[src/rtl/booth_mac_pkg.sv]
// Shared types and constants for the sequential radix-4 Booth multiply-accumulate unit.
package booth_mac_pkg;

    typedef enum logic [1:0] {
        ST_IDLE = 2'd0,
        ST_CALC = 2'd1,
        ST_DONE = 2'd2
    } state_e;

    // Booth triplets {b[2k+1], b[2k], b[2k-1]}
    localparam logic [2:0] TRIP_ZERO_L = 3'b000;
    localparam logic [2:0] TRIP_P1_L   = 3'b001;
    localparam logic [2:0] TRIP_P1_H   = 3'b010;
    localparam logic [2:0] TRIP_P2     = 3'b011;
    localparam logic [2:0] TRIP_M2     = 3'b100;
    localparam logic [2:0] TRIP_M1_L   = 3'b101;
    localparam logic [2:0] TRIP_M1_H   = 3'b110;
    localparam logic [2:0] TRIP_ZERO_H = 3'b111;

    // Number of CALC cycles needed to retire all N/2+1 Booth digits.
    function automatic int calc_cycles(input int n_bits, input int gpc);
        int g;
        g = n_bits / 2 + 1;
        return (g + gpc - 1) / gpc;
    endfunction

endpackage

[src/rtl/booth_pp_gen.sv]
// One radix-4 Booth partial product: decodes a triplet, scales the multiplicand and
// places it at weight 4^digit_idx; digits beyond the last real one yield zero.
module booth_pp_gen
    import booth_mac_pkg::*;
#(
    parameter int N_BITS = 16,
    parameter int IDX_W  = 5
) (
    input  logic [N_BITS+1:0]   mcand_ext,
    input  logic [2:0]          triplet,
    input  logic [IDX_W-1:0]    digit_idx,
    output logic [2*N_BITS+3:0] pp
);

    localparam int PW = 2 * N_BITS + 4;
    localparam int EW = N_BITS + 2;
    localparam int G  = N_BITS / 2 + 1;
    localparam logic [IDX_W-1:0] G_IDX = IDX_W'(G);

    logic [PW-1:0]  mag_s;
    logic [PW-1:0]  digit_s;
    logic [IDX_W:0] shamt_s;

    assign mag_s   = {{(PW-EW){mcand_ext[EW-1]}}, mcand_ext};
    assign shamt_s = {digit_idx, 1'b0};

    // Digit decode, scaling and placement of the partial product
    always_comb begin
        digit_s = {PW{1'b0}};
        case (triplet)
            TRIP_ZERO_L, TRIP_ZERO_H: digit_s = {PW{1'b0}};
            TRIP_P1_L, TRIP_P1_H:     digit_s = mag_s;
            TRIP_P2:                  digit_s = {mag_s[PW-2:0], 1'b0};
            TRIP_M2:                  digit_s = -{mag_s[PW-2:0], 1'b0};
            TRIP_M1_L, TRIP_M1_H:     digit_s = -mag_s;
            default:                  digit_s = {PW{1'b0}};
        endcase
        if (digit_idx < G_IDX) begin
            pp = digit_s << shamt_s;
        end else begin
            pp = {PW{1'b0}};
        end
    end

endmodule

[src/rtl/booth_mac_seq.sv]
// Iterative radix-4 Booth multiply-accumulate unit retiring GROUPS_PER_CYCLE digits per
// clock, with signed/unsigned operands, a wide accumulator and a sticky overflow flag.
module booth_mac_seq
    import booth_mac_pkg::*;
#(
    parameter int N_BITS           = 16,
    parameter int GROUPS_PER_CYCLE = 1,
    parameter int ACC_BITS         = 2 * N_BITS + 8
) (
    input  logic                  clk,
    input  logic                  rst,
    input  logic                  in_valid,
    output logic                  in_ready,
    input  logic [N_BITS-1:0]     multiplicand,
    input  logic [N_BITS-1:0]     multiplier,
    input  logic                  is_signed,
    input  logic                  acc_en,
    input  logic                  acc_clear,
    output logic                  out_valid,
    input  logic                  out_ready,
    output logic [2*N_BITS-1:0]   product,
    output logic [ACC_BITS-1:0]   acc_out,
    output logic                  acc_ovf,
    output logic                  busy
);

    localparam int C     = calc_cycles(N_BITS, GROUPS_PER_CYCLE);
    localparam int PW    = 2 * N_BITS + 4;
    localparam int EW    = N_BITS + 2;
    localparam int PB    = 2 * N_BITS;
    localparam int CNT_W = (C > 1) ? $clog2(C) : 1;
    localparam int IDX_W = $clog2(C * GROUPS_PER_CYCLE) + 1;
    localparam logic [CNT_W-1:0] CNT_LAST = CNT_W'(C - 1);

    state_e              state_r, state_next_s;
    logic [CNT_W-1:0]    cnt_r;
    logic [EW-1:0]       mcand_r;
    logic [EW:0]         mplier_r;      // extended multiplier with the implicit 0 below bit 0
    logic                signed_r;
    logic                acc_en_r;
    logic [PW-1:0]       psum_r;
    logic [PW-1:0]       psum_next_s;
    logic [PB-1:0]       product_r;
    logic [ACC_BITS-1:0] acc_r;
    logic                ovf_r;

    logic                accept_s;
    logic                calc_last_s;
    logic [PB-1:0]       prod_new_s;
    logic [ACC_BITS-1:0] base_s;
    logic [ACC_BITS-1:0] ext_s;
    logic [ACC_BITS:0]   sum_s;
    logic                ovf_s;
    logic [PW-1:0]       pp_arr_s [GROUPS_PER_CYCLE];

    assign in_ready    = (state_r == ST_IDLE);
    assign out_valid   = (state_r == ST_DONE);
    assign busy        = (state_r != ST_IDLE);
    assign product     = product_r;
    assign acc_out     = acc_r;
    assign acc_ovf     = ovf_r;
    assign accept_s    = in_valid & (state_r == ST_IDLE);
    assign calc_last_s = (state_r == ST_CALC) && (cnt_r == CNT_LAST);

    for (genvar j = 0; j < GROUPS_PER_CYCLE; j++) begin : g_pp
        logic [IDX_W-1:0] idx_s;
        logic [2:0]       trip_s;

        assign idx_s  = IDX_W'(cnt_r) * IDX_W'(GROUPS_PER_CYCLE) + IDX_W'(j);
        assign trip_s = 3'(mplier_r >> {idx_s, 1'b0});

        booth_pp_gen #(
            .N_BITS (N_BITS),
            .IDX_W  (IDX_W)
        ) u_pp (
            .mcand_ext (mcand_r),
            .triplet   (trip_s),
            .digit_idx (idx_s),
            .pp        (pp_arr_s[j])
        );
    end

    // Partial sum after this cycle's digits
    always_comb begin
        psum_next_s = psum_r;
        for (int j = 0; j < GROUPS_PER_CYCLE; j++) begin
            psum_next_s = psum_next_s + pp_arr_s[j];
        end
    end

    // Accumulate step; the carry column doubles as the unsigned overflow indicator
    always_comb begin
        prod_new_s = psum_next_s[PB-1:0];
        if (signed_r) begin
            ext_s = {{(ACC_BITS-PB){prod_new_s[PB-1]}}, prod_new_s};
        end else begin
            ext_s = {{(ACC_BITS-PB){1'b0}}, prod_new_s};
        end
        if (acc_en_r) begin
            base_s = acc_r;
        end else begin
            base_s = {ACC_BITS{1'b0}};
        end
        sum_s = {1'b0, base_s} + {1'b0, ext_s};
        if (signed_r) begin
            ovf_s = (base_s[ACC_BITS-1] == ext_s[ACC_BITS-1]) &&
                    (sum_s[ACC_BITS-1] != base_s[ACC_BITS-1]);
        end else begin
            ovf_s = sum_s[ACC_BITS];
        end
    end

    // Next-state logic
    always_comb begin
        state_next_s = state_r;
        case (state_r)
            ST_IDLE: begin
                if (accept_s) begin
                    state_next_s = ST_CALC;
                end else begin
                    state_next_s = ST_IDLE;
                end
            end
            ST_CALC: begin
                if (cnt_r == CNT_LAST) begin
                    state_next_s = ST_DONE;
                end else begin
                    state_next_s = ST_CALC;
                end
            end
            ST_DONE: begin
                if (out_ready) begin
                    state_next_s = ST_IDLE;
                end else begin
                    state_next_s = ST_DONE;
                end
            end
            default: state_next_s = ST_IDLE;
        endcase
    end

    // State register and digit counter
    always_ff @(posedge clk) begin
        if (rst) begin
            state_r <= ST_IDLE;
            cnt_r   <= {CNT_W{1'b0}};
        end else begin
            state_r <= state_next_s;
            if (accept_s || calc_last_s) begin
                cnt_r <= {CNT_W{1'b0}};
            end else if (state_r == ST_CALC) begin
                cnt_r <= cnt_r + {{(CNT_W-1){1'b0}}, 1'b1};
            end
        end
    end

    // Operand capture with sign/zero extension, and the running partial sum
    always_ff @(posedge clk) begin
        if (rst) begin
            mcand_r  <= {EW{1'b0}};
            mplier_r <= {(EW+1){1'b0}};
            signed_r <= 1'b0;
            acc_en_r <= 1'b0;
            psum_r   <= {PW{1'b0}};
        end else if (accept_s) begin
            mcand_r  <= is_signed ? {{2{multiplicand[N_BITS-1]}}, multiplicand}
                                  : {2'b00, multiplicand};
            mplier_r <= is_signed ? {{2{multiplier[N_BITS-1]}}, multiplier, 1'b0}
                                  : {2'b00, multiplier, 1'b0};
            signed_r <= is_signed;
            acc_en_r <= acc_en;
            psum_r   <= {PW{1'b0}};
        end else if (state_r == ST_CALC) begin
            psum_r <= psum_next_s;
        end
    end

    // Result, accumulator and sticky overflow; a clear with an accept lands before the op
    always_ff @(posedge clk) begin
        if (rst) begin
            product_r <= {PB{1'b0}};
            acc_r     <= {ACC_BITS{1'b0}};
            ovf_r     <= 1'b0;
        end else if ((state_r == ST_IDLE) && acc_clear) begin
            acc_r <= {ACC_BITS{1'b0}};
            ovf_r <= 1'b0;
        end else if (calc_last_s) begin
            product_r <= prod_new_s;
            acc_r     <= sum_s[ACC_BITS-1:0];
            ovf_r     <= ovf_r | ovf_s;
        end
    end

endmodule

[config.mk]
export PLATFORM = sky130hd
export DESIGN_NAME = booth_mac_seq
export DESIGN_NICKNAME = d
export VERILOG_FILES = /design/src/rtl/booth_mac_pkg.sv /design/src/rtl/booth_pp_gen.sv /design/src/rtl/booth_mac_seq.sv
export SDC_FILE = /design/constraint.sdc
export NUM_CORES = 1
export LEC_CHECK = 0
export CAP_MARGIN = 10
export CORE_UTILIZATION = 48
export CTS_BUF_LIST = sky130_fd_sc_hd__clkbuf_8
export CTS_CLUSTER_DIAMETER = 30
export DETAILED_ROUTE_END_ITERATION = 10
export PLACE_DENSITY_LB_ADDON = 0.12
export SYNTH_ARGS = -nofsm -noshare
export SYNTH_HDL_FRONTEND = slang
export SYNTH_SLANG_ARGS = --single-unit
[constraint.sdc]
create_clock -name clk -period 9.1 [get_ports clk]
set_input_delay 1.365 -clock clk [delete_from_list [all_inputs] [get_ports clk]]
set_output_delay 1.365 -clock clk [all_outputs]
set_load 0.01 [all_outputs]
==> results.md <==
CTS:
- The clock slew at the register clock pins of the worst setup and hold paths is around 100 ps.
- After clock tree synthesis, the flow added hold-fix buffers numbering 0.
- TritonCTS built the clock tree.
- The cell at the root of the clock tree is sky130_fd_sc_hd__clkbuf_8.
- The longest clock path from root to sink contains 2 buffers.
- The H-tree was split into 4 levels.
- The clock net sink count is 147.
- The clock buffer count from CTS is 17.
- The clock reaches the later pin of the worst-skew pair after 480 ps.

Floorplan:
- The area enclosed by the die boundary is 23400 µm².
- The row count is 54.
- For this configuration, the core starts out at a cell density of 0.495.
- The die outline height is ~150 µm.
- The core footprint is ~22000 µm².
- During I/O placement, the number of pins put on the boundary was 115.
- In this run the horizontal extent of the chip is 153 µm.

Timing:
- The number of slew-limit violations in the final report is 0.
- Hold timing on the final database bottoms out at a slack of 458 ps.
- The number of setup violations in the final report is 0.
- The final clock skew is ~19 ps.
- At the pin with the least slew margin, the transition time is 835 ps.
- The final critical-path share of the clock period is 0.941.
- The relative slew slack is 0.443.
- The final count of hold timing violations is 0.
- The maximum frequency from static timing analysis is 117 MHz.
- The minimum clock period is roughly 8600 ps.

Setup path:
- The worst setup path is launched from a flip-flop.
- The number of buffers and inverters on the critical path is 1.
- The startpoint identified for the worst register-to-register timing path is cnt_r[0].
- The critical path capture point type is a flip-flop.
- The critical path's slowest cell is sky130_fd_sc_hd__a221oi_1.
- The worst register-to-register path has a setup slack of 540 ps.
- Counting buffers and inverters, the worst setup path is 39 cells deep.
- The worst reg-to-reg path cell count is 39.
- The highest fanout seen on the critical path is 11.
- The maximum single-stage delay on the critical path is 570 ps.
- The endpoint of the most critical register-to-register path is acc_ovf.
- In this run the worst setup path terminates at acc_ovf.
- The critical setup path kind is flip-flop to flip-flop.
- The worst path arrival time is 8930 ps.
- The startpoint of the worst setup timing path is cnt_r[0].
- Counting stages on the worst path, the most repeated cell is sky130_fd_sc_hd__o21a_1.
- Data on the critical path is required at its endpoint by 9470 ps.
- Grouping stages by cell kind, the critical path spends the most delay in compound AO/OA/AOI/OAI gates.

Pwr:
- The share of total power dissipated in the clock network is 0.313.
- Summed over all nets, the switching power comes to ~600 µW.
- Of the total power, the share spent switching nets is 0.369.
- The share of total power dissipated in sequential elements is 0.416.
- The total power divided by cell area is approximately 130 nW/µm².
- The cell internal power dissipation is 1020 µW.
- The peak supply drop is about 0.086 mV.
- For this design the static power due to leakage is between 0.005 and 0.006 µW.
- The part of the total power dissipated in combinational logic is 0.270.

Global route:
- In the global route stage, overall resource usage came out at 0.272.
- The largest net degree at the start of global routing is 78.
- The met3 usage in global routing is 0.0422.
- The initial antenna violation count is 0.
- The via count of the first global-routing pass is 10100.
- The global-route track usage on met1 is 0.378.
- The layer with the highest usage is met2.
- The first-pass GRT wire length is 51700 µm.
- The global routing met2 resource utilization is 0.446.
- Global routing finished with a remaining overflow of 0.

Place:
- After detailed placement, the design holds a cell count of 1861.
- The number of port buffers is 114.
- The weighted congestion reported at the end of routability-driven placement is 0.943.
- Detailed placement finished with a half-perimeter wire length of 23100 µm.

Routing:
- The number of design-rule violations left by the first detailed-router iteration is roughly 650.
- The final layout contains routed wiring with a total length of 31500 µm.
- The wire length per cell after detailed routing is 16.6 µm.
- The via count is 10900.
- The residual DRC count is 0.
- The remaining number of nets flagged by the antenna check after routing is 0.
- After detailed routing, the number of vias per cell comes to between 5 and 6.
- The number of optimization iterations in the first detailed-route pass is 5.

Yosys:
- Of the total synthesized cell area, the portion taken by AND, OR, NAND and NOR gates is 0.249.
- In this run, distinct cell masters in the synthesized netlist total 77.
- The compound-cell area share of the yosys netlist is 0.256.
- For this run, the leading register cell type out of synthesis is sky130_fd_sc_hd__dfxtp_1.
- The number of warnings printed during yosys synthesis is 0.
- In this run, synthesis produced a sequential element count of 147.
- A synthesized cell averages 7.18 µm².
- Yosys mapped a number of flops with a built-in enable equal to 0.
- The total standard cell area after synthesis is 10900 µm².
- Synthesis produced a netlist whose cell count is 1524.
- The synthesized-area fraction occupied by xor and xnor cells is 0.0503.
- The share of flip-flops with an asynchronous set or reset after synthesis is 0.
- After synthesis, the largest family of logic cells by area is compound AO/OA/AOI/OAI gates.
- After synthesis, the share of cell area in mux cells is 0.0438.
- The post-synthesis net count is about 1600.
- The post-synthesis share of cell area spent on full adders, half adders and majority gates is 0.0848.
- The proportion of synthesized chip area in sequential cells is 0.269.

Final layout:
- The fill cell total of the finished layout is 2164.
- The most common library cell in the layout ignoring fill and taps is sky130_fd_sc_hd__nand2_1.
- The antenna diode instance count is 0.
- The area added between synthesis and finish is 17.0%.
- In the final layout, the share of cells above drive strength 1 is 0.0686.
- The post-layout net count is around 1700.
- Excluding fillers, the count of instances in the completed layout stands at 1899.
- The top cell types in the final layout, fill and taps aside, are sky130_fd_sc_hd__nand2_1, sky130_fd_sc_hd__a21oi_1, sky130_fd_sc_hd__dfxtp_1, sky130_fd_sc_hd__clkdlybuf4s50_1, sky130_fd_sc_hd__nor2_1.

Min path:
- The path category of the worst min-delay check is flip-flop to flip-flop.

Run:
- The tool flagged a number of max-cap violations equal to 0.

Status:
- The flow ran to the end, and the final reports show no timing, DRC or antenna violations.
through the flow:
step / setup WS, ps / power, µW / cell area (µm²) / utilization / TNS (ps)
floorplan: 840 / 988 / 10900 / - / 0
global placement: 206 / 1120 / 12300 / 0.559 / 0
detailed placement: 91.4 / 1120 / 12300 / 0.559 / 0
CTS: 54.7 / 1630 / 12700 / 0.576 / 0
global route: -25.2 / 1710 / 12800 / 0.580 / -25.2
finish: 540 / 1620 / 12800 / 0.580 / 0
kinds of logic after synthesis:
kind of cell	count (synthesis)
DFF	147
adders and majority gates	73
muxes	43
and+or+nand+nor	602
xor gates and xnor gates	62
buffers and inverters	134
AOI/OAI and AO/OA	463
timing repair:
item,in CTS,in global routing
resized for setup,0,15
setup buffers,0,6
setup endpoints to repair,0,9
state kept, by name, summed over array words and instances (netlist names), 2 cells and up:
name and cells:
acc_out 40, cnt_r 4, mcand_r 17, mplier_r 17
product 32, psum_r 32, state_r 2
power groups by stage:
stage	Combinational, µW	Clock (µW)	Sequential (µW)
after detailed placement	425	0	691
final	439	509	676
after CTS	427	522	676
after global routing	485	551	679
after floorplan	305	0	683
after global placement	425	0	691
worst min path at each step:
| stage | startpoint | end | slack [ps] | cells past startpoint |
|---|---|---|---|---|
| 3_5_place_dp | product[18] | product[18] | 450 | 2 |
| 5_1_grt | mplier_r[11] | mplier_r[11] | 480 | 2 |
| 3_3_place_gp | product[0] | product[0] | 440 | 2 |
| 2_1_floorplan | mplier_r[13] | mplier_r[13] | 440 | 2 |
| 6_report | product[6] | product[6] | 460 | 2 |
| 4_1_cts | product[11] | product[11] | 460 | 2 |
cell type report:
| type | count | area (µm²) | area share |
|---|---|---|---|
| repair buffers | 152 | 1420 | 0.111 |
| multi-input cells | 1243 | 7540 | 0.589 |
| inverters | 45 | 171 | 0.0134 |
| clock buffers | 17 | 234 | 0.0183 |
| flip-flops and latches | 147 | 2950 | 0.230 |
| clock inverters | 15 | 144 | 0.0112 |
| well taps | 280 | 350 | 0.0273 |
synth_stat cells (13+ instances only):
library cell / n / area (µm²)
sky130_fd_sc_hd__inv_1: 43 / 161
sky130_fd_sc_hd__xnor2_1: 41 / 359
sky130_fd_sc_hd__nor2_1: 99 / 372
sky130_fd_sc_hd__a211oi_1: 20 / 150
sky130_fd_sc_hd__ha_1: 71 / 888
sky130_fd_sc_hd__a21oi_1: 219 / 1100
sky130_fd_sc_hd__clkbuf_1: 74 / 278
sky130_fd_sc_hd__and2_1: 44 / 275
sky130_fd_sc_hd__a21o_1: 30 / 225
sky130_fd_sc_hd__mux2i_1: 31 / 310
sky130_fd_sc_hd__nor3_1: 26 / 130
sky130_fd_sc_hd__xor2_1: 20 / 175
sky130_fd_sc_hd__o21ai_0: 55 / 275
sky130_fd_sc_hd__nand3_1: 26 / 130
sky130_fd_sc_hd__nand2_1: 318 / 1190
sky130_fd_sc_hd__o21a_1: 13 / 97.6
sky130_fd_sc_hd__o21ai_1: 15 / 75.1
sky130_fd_sc_hd__o22ai_1: 15 / 93.8
sky130_fd_sc_hd__nor2b_1: 20 / 125
sky130_fd_sc_hd__o21bai_1: 13 / 97.6
sky130_fd_sc_hd__dfxtp_1: 147 / 2940
tightest hold or removal path: stages (launching register included):
cell	delay [ps]
sky130_fd_sc_hd__dfxtp_1	320
sky130_fd_sc_hd__nand2_1	50
sky130_fd_sc_hd__a21oi_1	50
metal layers:
metal  vias to the layer above  wire length, µm
li1                       5517                -
met1                      5061            15300
met3                        22             1790
met2                       259            14200
met4                         0              263
met5                         -                0
Note: power is estimated with default switching activity, not from simulation.
